`src/rtl/tc_pipe_ctrl_if.sv`:
```
// Block handshake between the residual source / output sink and tc_pipe_ctrl.
// Valid/ready: a transfer happens on a rising edge where valid and ready are
// both high; the payload (in_qp, in_mode) is only meaningful while in_valid is high.
interface tc_pipe_ctrl_if;
  logic       in_valid;
  logic       in_ready;
  logic [5:0] in_qp;
  logic       in_mode;
  logic       out_valid;
  logic       out_ready;

  modport master (
    output in_valid,
    output in_qp,
    output in_mode,
    output out_ready,
    input  in_ready,
    input  out_valid
  );

  modport slave (
    input  in_valid,
    input  in_qp,
    input  in_mode,
    input  out_ready,
    output in_ready,
    output out_valid
  );
endinterface

```
`src/rtl/tc_pipe_ctrl.sv`:
```
// Valid/ready controller for the tran -> quant -> invquant -> invtran chain.
// Each slot carries a valid bit and a per-block QP/mode token; stalls are global.
module tc_pipe_ctrl #(
  parameter int NUM_STAGES = 4,
  parameter int QP_MAX     = 51,
  parameter int CNT_W      = 16
) (
  input  logic                    clk,
  input  logic                    reset,
  tc_pipe_ctrl_if.slave           hs,
  input  logic                    flush,
  output logic [NUM_STAGES-1:0]   stage_en,
  output logic [4*NUM_STAGES-1:0] stage_qp_by_6,
  output logic [3*NUM_STAGES-1:0] stage_qp_mod_6,
  output logic [NUM_STAGES-1:0]   stage_mode,
  output logic                    pipeline_full,
  output logic                    busy,
  output logic                    qp_clamped,
  output logic [CNT_W-1:0]        block_count
);

  localparam logic [5:0] QP_MAX_L = 6'(QP_MAX);

  logic [NUM_STAGES-1:0] v;
  logic [3:0]            qpd [NUM_STAGES];
  logic [2:0]            qpm [NUM_STAGES];
  logic                  md  [NUM_STAGES];

  logic       stall;
  logic       advance;
  logic       accept;
  logic       over_max;
  logic [5:0] q;
  logic [3:0] qpd_in;
  logic [2:0] qpm_in;

  assign stall    = v[NUM_STAGES-1] & ~hs.out_ready;
  assign advance  = ~stall & ~flush & ~reset;
  assign accept   = hs.in_valid & advance;
  assign over_max = hs.in_qp > QP_MAX_L;
  assign q        = over_max ? QP_MAX_L : hs.in_qp;
  assign qpd_in   = 4'(q / 6'd6);
  assign qpm_in   = 3'(q % 6'd6);

  assign hs.in_ready  = advance;
  assign hs.out_valid = v[NUM_STAGES-1];
  assign pipeline_full = &v;
  assign busy          = |v;

  always_comb begin
    stage_en       = '0;
    stage_qp_by_6  = '0;
    stage_qp_mod_6 = '0;
    stage_mode     = '0;
    stage_en[0]    = accept;
    for (int i = 0; i < NUM_STAGES; i++) begin
      if (i > 0) stage_en[i] = advance & v[i-1];
      stage_qp_by_6[4*i +: 4]  = qpd[i];
      stage_qp_mod_6[3*i +: 3] = qpm[i];
      stage_mode[i]            = md[i];
    end
  end

  always_ff @(posedge clk) begin
    if (reset) begin
      v           <= '0;
      block_count <= '0;
      qp_clamped  <= 1'b0;
      for (int i = 0; i < NUM_STAGES; i++) begin
        qpd[i] <= '0;
        qpm[i] <= '0;
        md[i]  <= 1'b0;
      end
    end else begin
      // accept is already low while flushing or stalling, so no extra gating here
      qp_clamped <= accept & over_max;
      if (hs.out_ready & v[NUM_STAGES-1] & ~flush)
        block_count <= block_count + CNT_W'(1);
      if (flush) begin
        v <= '0;
      end else if (advance) begin
        // Slot 0 always reloads, so an idle input cycle becomes a bubble
        v      <= {v[NUM_STAGES-2:0], accept};
        qpd[0] <= qpd_in;
        qpm[0] <= qpm_in;
        md[0]  <= hs.in_mode;
        for (int i = 1; i < NUM_STAGES; i++) begin
          qpd[i] <= qpd[i-1];
          qpm[i] <= qpm[i-1];
          md[i]  <= md[i-1];
        end
      end
    end
  end

endmodule

```
`src/flat_wrapper.sv`:
```
// flat-port wrapper written by rule: the top's interface ports become plain ports
module tc_pipe_ctrl_flat 
#(
  parameter int NUM_STAGES = 4,
  parameter int QP_MAX     = 51,
  parameter int CNT_W      = 16
)
  (clk, reset, flush, stage_en, stage_qp_by_6, stage_qp_mod_6, stage_mode, pipeline_full, busy, qp_clamped, block_count, hs_in_valid, hs_in_qp, hs_in_mode, hs_out_ready, hs_in_ready, hs_out_valid);
  tc_pipe_ctrl_if hs_i ();
  input  logic clk;
  input  logic reset;
  input  logic flush;
  output logic [NUM_STAGES-1:0] stage_en;
  output logic [4*NUM_STAGES-1:0] stage_qp_by_6;
  output logic [3*NUM_STAGES-1:0] stage_qp_mod_6;
  output logic [NUM_STAGES-1:0] stage_mode;
  output logic pipeline_full;
  output logic busy;
  output logic qp_clamped;
  output logic [CNT_W-1:0] block_count;
  input wire logic [$bits(hs_i.in_valid)-1:0] hs_in_valid;
  input wire logic [$bits(hs_i.in_qp)-1:0] hs_in_qp;
  input wire logic [$bits(hs_i.in_mode)-1:0] hs_in_mode;
  input wire logic [$bits(hs_i.out_ready)-1:0] hs_out_ready;
  output wire logic [$bits(hs_i.in_ready)-1:0] hs_in_ready;
  output wire logic [$bits(hs_i.out_valid)-1:0] hs_out_valid;
  assign hs_i.in_valid = hs_in_valid;
  assign hs_i.in_qp = hs_in_qp;
  assign hs_i.in_mode = hs_in_mode;
  assign hs_i.out_ready = hs_out_ready;
  assign hs_in_ready = hs_i.in_ready;
  assign hs_out_valid = hs_i.out_valid;
  tc_pipe_ctrl #(.NUM_STAGES(NUM_STAGES), .QP_MAX(QP_MAX), .CNT_W(CNT_W)) u_core (.clk(clk), .reset(reset), .hs(hs_i), .flush(flush), .stage_en(stage_en), .stage_qp_by_6(stage_qp_by_6), .stage_qp_mod_6(stage_qp_mod_6), .stage_mode(stage_mode), .pipeline_full(pipeline_full), .busy(busy), .qp_clamped(qp_clamped), .block_count(block_count));
endmodule
```
`config.mk`:
```
export PLATFORM = sky130hd
export DESIGN_NAME = tc_pipe_ctrl_flat
export DESIGN_NICKNAME = d
export VERILOG_FILES = /design/src/rtl/tc_pipe_ctrl_if.sv /design/src/rtl/tc_pipe_ctrl.sv /design/src/flat_wrapper.sv
export SDC_FILE = /design/constraint.sdc
export NUM_CORES = 1
export LEC_CHECK = 0
export CAP_MARGIN = 40
export CORE_UTILIZATION = 25
export DETAILED_ROUTE_END_ITERATION = 8
export GPL_TIMING_DRIVEN = 0
export PLACE_DENSITY = 0.53
export SYNTH_ARGS = -nofsm -noshare
export SYNTH_HDL_FRONTEND = slang
export SYNTH_SLANG_ARGS = --single-unit
export TNS_END_PERCENT = 1
```
`constraint.sdc`:
```
create_clock -name clk -period 8.8 [get_ports clk]
set_input_delay 0.88 -clock clk [delete_from_list [all_inputs] [get_ports clk]]
set_output_delay 0.88 -clock clk [all_outputs]
set_load 0.01 [all_outputs]
```
==> flow_metrics.tcl <==
set metrics [dict create \
    cap_violations 0 \
    die_w_um 103 \
    synth_enable_flop_cells 32 \
    synth_cells 239 \
    cp.arrival_ps 4590 \
    synthTopCellsByArea "edfxtp_1 38%, dfxtp_1 17%, and2_1 7.1%" \
    worstSetupPathType "in2reg" \
    synthMostInstantiatedCell "edfxtp_1" \
    cts_tree "done" \
    required_ps 8850 \
    leakagePower_nw 1.28 \
    period_minus_slack_ps 4540 \
    setup_tns_ps 0 \
    grt_max_degree 33 \
    nets 328 \
    power_density_nw_per_um2 147 \
    reg2reg_from "u_core.v[3]$_SDFFE_PP0P_" \
    grt_antenna_before_repair 0 \
    netlist_area_sq_um 2540 \
    reg2regPathDepth 4 \
    cts_hold_buf 0 \
    r2r-end "u_core.qpd[2][0]$_SDFFCE_PN0P_" \
    wl_per_cell_um 12.2 \
    num_vias 1955 \
    status "finished, final reports clean" \
    fmax_mhz 220 \
    multi_input_area_sq_um 1040 \
    relSlewSlack_pct 46.4 \
    root_buffer "clkbuf_8" \
    critPathMaxFanout 10 \
    drc_errors 0 \
    syn_area_per_cell_sq_um 10.6 \
    diodes 0 \
    ir_worst_vdd_mv 0.0600 \
    die-area_sq_um 10600 \
    gp_congestion 0.773 \
    finalHoldViolations 0 \
    rows 36 \
    hold_class "reg2reg" \
    cts_resized 0 \
    yosysWarnings 0 \
    yosysSeqAreaShare_pct 54.4 \
    via_per_inst 4.37 \
    endpoint_kind "flip-flop" \
    dpl.hpwl_um 3890 \
    synth_commonest_cells "32 x edfxtp_1, 29 x and2_1, 24 x nor2_1" \
    crit_end "u_core.qpm[0][1]$_SDFFCE_PN0P_" \
    grt_pass1_wl_um 8610 \
    h-tree-depth 2 \
    finalClockSkew_ps 5.63 \
    cts_sinks 53 \
    synth_top_area_share_pct 37.8 \
    ys_async_sr_fraction_pct 0 \
    track_usage_pct 10.4 \
    area_delta_synth_final_pct 37.3 \
    clk_latency_ps 300 \
    io_pins 69 \
    finalMaxSlewViolations 0 \
    numCtsBuffers 5 \
    wl_um 5440 \
    ant_nets 0 \
    synth_top_area_cell "edfxtp_1" \
    setup_viol 0 \
    fin_util_pct 35.5 \
    worstMarginPinSlew_ps 805 \
    initial_core_util_pct 25.9 \
    firstDrtPassIters 4 \
    die_h_um 103 \
    first_global_vias 1837 \
    core_region_area_sq_um 9820 \
    drive_above_1_share_pct 8.60 \
    rsz0062_at_grt "no" \
    rrSetupSlack_ps 6660 \
    cp-startpoint "hs_in_qp[5]" \
    synth_top_flop_cell "edfxtp_1" \
    initialDrtViolationCount 66 \
    syn_nets 254 \
    ys_ff_latch 53 \
    nFillCells 1045 \
    ys_types 43 \
    critPathLaunchType "input port" \
    port_buffers 67 \
    regArea_sq_um 1380 \
    grt_overflow_total 0 \
    postCtsSetupBuffers 0 \
    worstHoldPathCells 2 \
    clkSlewWorstSetupHoldPaths_ps 100 \
    period_share_pct 51.6 \
    cts_buffer_depth 2 \
]
[routing by layer]
metal  GRT usage (%)  up-vias  part of all wire (%)
li1                -      982                     -
met4            4.01        0                  0.96
met1            13.6      918                    48
met5               0        -                     0
met2            17.3       51                    46
met3            1.76        4                   4.7
[worst min-delay path by stage]
stage	end	slack (ps)	from
finish	u_core.block_count[15]$_SDFFE_PP0P_	520	u_core.block_count[15]$_SDFFE_PP0P_
global route	u_core.v[3]$_SDFFE_PP0P_	550	u_core.v[2]$_SDFFE_PP0P_
CTS	u_core.block_count[15]$_SDFFE_PP0P_	530	u_core.block_count[15]$_SDFFE_PP0P_
detailed placement	u_core.block_count[15]$_SDFFE_PP0P_	500	u_core.block_count[15]$_SDFFE_PP0P_
global placement	u_core.block_count[15]$_SDFFE_PP0P_	490	u_core.block_count[15]$_SDFFE_PP0P_
floorplan	u_core.v[3]$_SDFFE_PP0P_	490	u_core.v[2]$_SDFFE_PP0P_
[cell type report]
class,count,share of cell area [%]
Tap cell,133,4.77
Clock buffer,6,2.69
Timing Repair Buffer,67,19.2
Buffer,22,3.16
Multi-Input combinational cell,161,29.8
Clock inverter,2,0.430
Inverter,3,0.323
Sequential cell,53,39.6
[registers in the layout (all words and copies together), names as in the netlist]
signal / cells
u_core.v: 4
u_core.block_count: 16
u_core.qpm: 12
u_core.qp_clamped: 1
u_core.qpd: 16
u_core.md: 4
[through the flow]
stage	hold WS, ps	instance area (sq um)	instances	setup slack [ps]	total power [mW]
4_1_cts	532	3490	447	4280	0.520
6_report	523	3490	447	4260	0.512
3_5_place_dp	500	3380	439	3960	0.363
3_3_place_gp	495	3380	439	4000	0.362
2_1_floorplan	491	2540	239	4890	0.324
5_1_grt	552	3490	447	4030	0.537
[worst max-delay path, cell delays in order]
cell and delay (ps):
clkdlybuf4s50_1 560, buf_2 270, clkbuf_1 120, ha_1 150, or4b_1 430, buf_4 190, nor2_1 190, o21ai_0 130
ha_1 350, and3_1 200, a31o_2 200, or3_1 350, buf_2 170, a211oi_1 280, o22ai_1 110
[cell usage in the layout (no fill, tap or decap), types with 5 or more instances in the layout]
| master | count |
|---|---|
| nand2_1 | 13 |
| clkbuf_1 | 12 |
| nor2_1 | 24 |
| a21oi_1 | 8 |
| edfxtp_1 | 32 |
| and2_1 | 29 |
| clkdlybuf4s50_1 | 67 |
| nand3_1 | 6 |
| buf_4 | 6 |
| xor2_1 | 13 |
| nand4_1 | 5 |
| nor3_1 | 6 |
| dfxtp_1 | 21 |
| and3_1 | 6 |
| clkbuf_8 | 5 |
[report_power, final]
| part | switching [mW] | internal (mW) |
|---|---|---|
| Clock | 0.0819 | 0.0741 |
| Combinational | 0.0372 | 0.0385 |
| Sequential | 0.00433 | 0.276 |
[cell families (layout without fill, tap and decap cells)]
kind of cell	after synthesis	count (layout)	synth area share, %
compound gates	29	29	8.91
xor+xnor	15	15	5.17
fa+ha+maj	3	3	1.48
buf+inv	25	100	4.78
flops	53	53	54.4
mux	3	3	1.18
simple gates	111	111	24.1
Note: power is estimated with default switching activity, not from simulation.
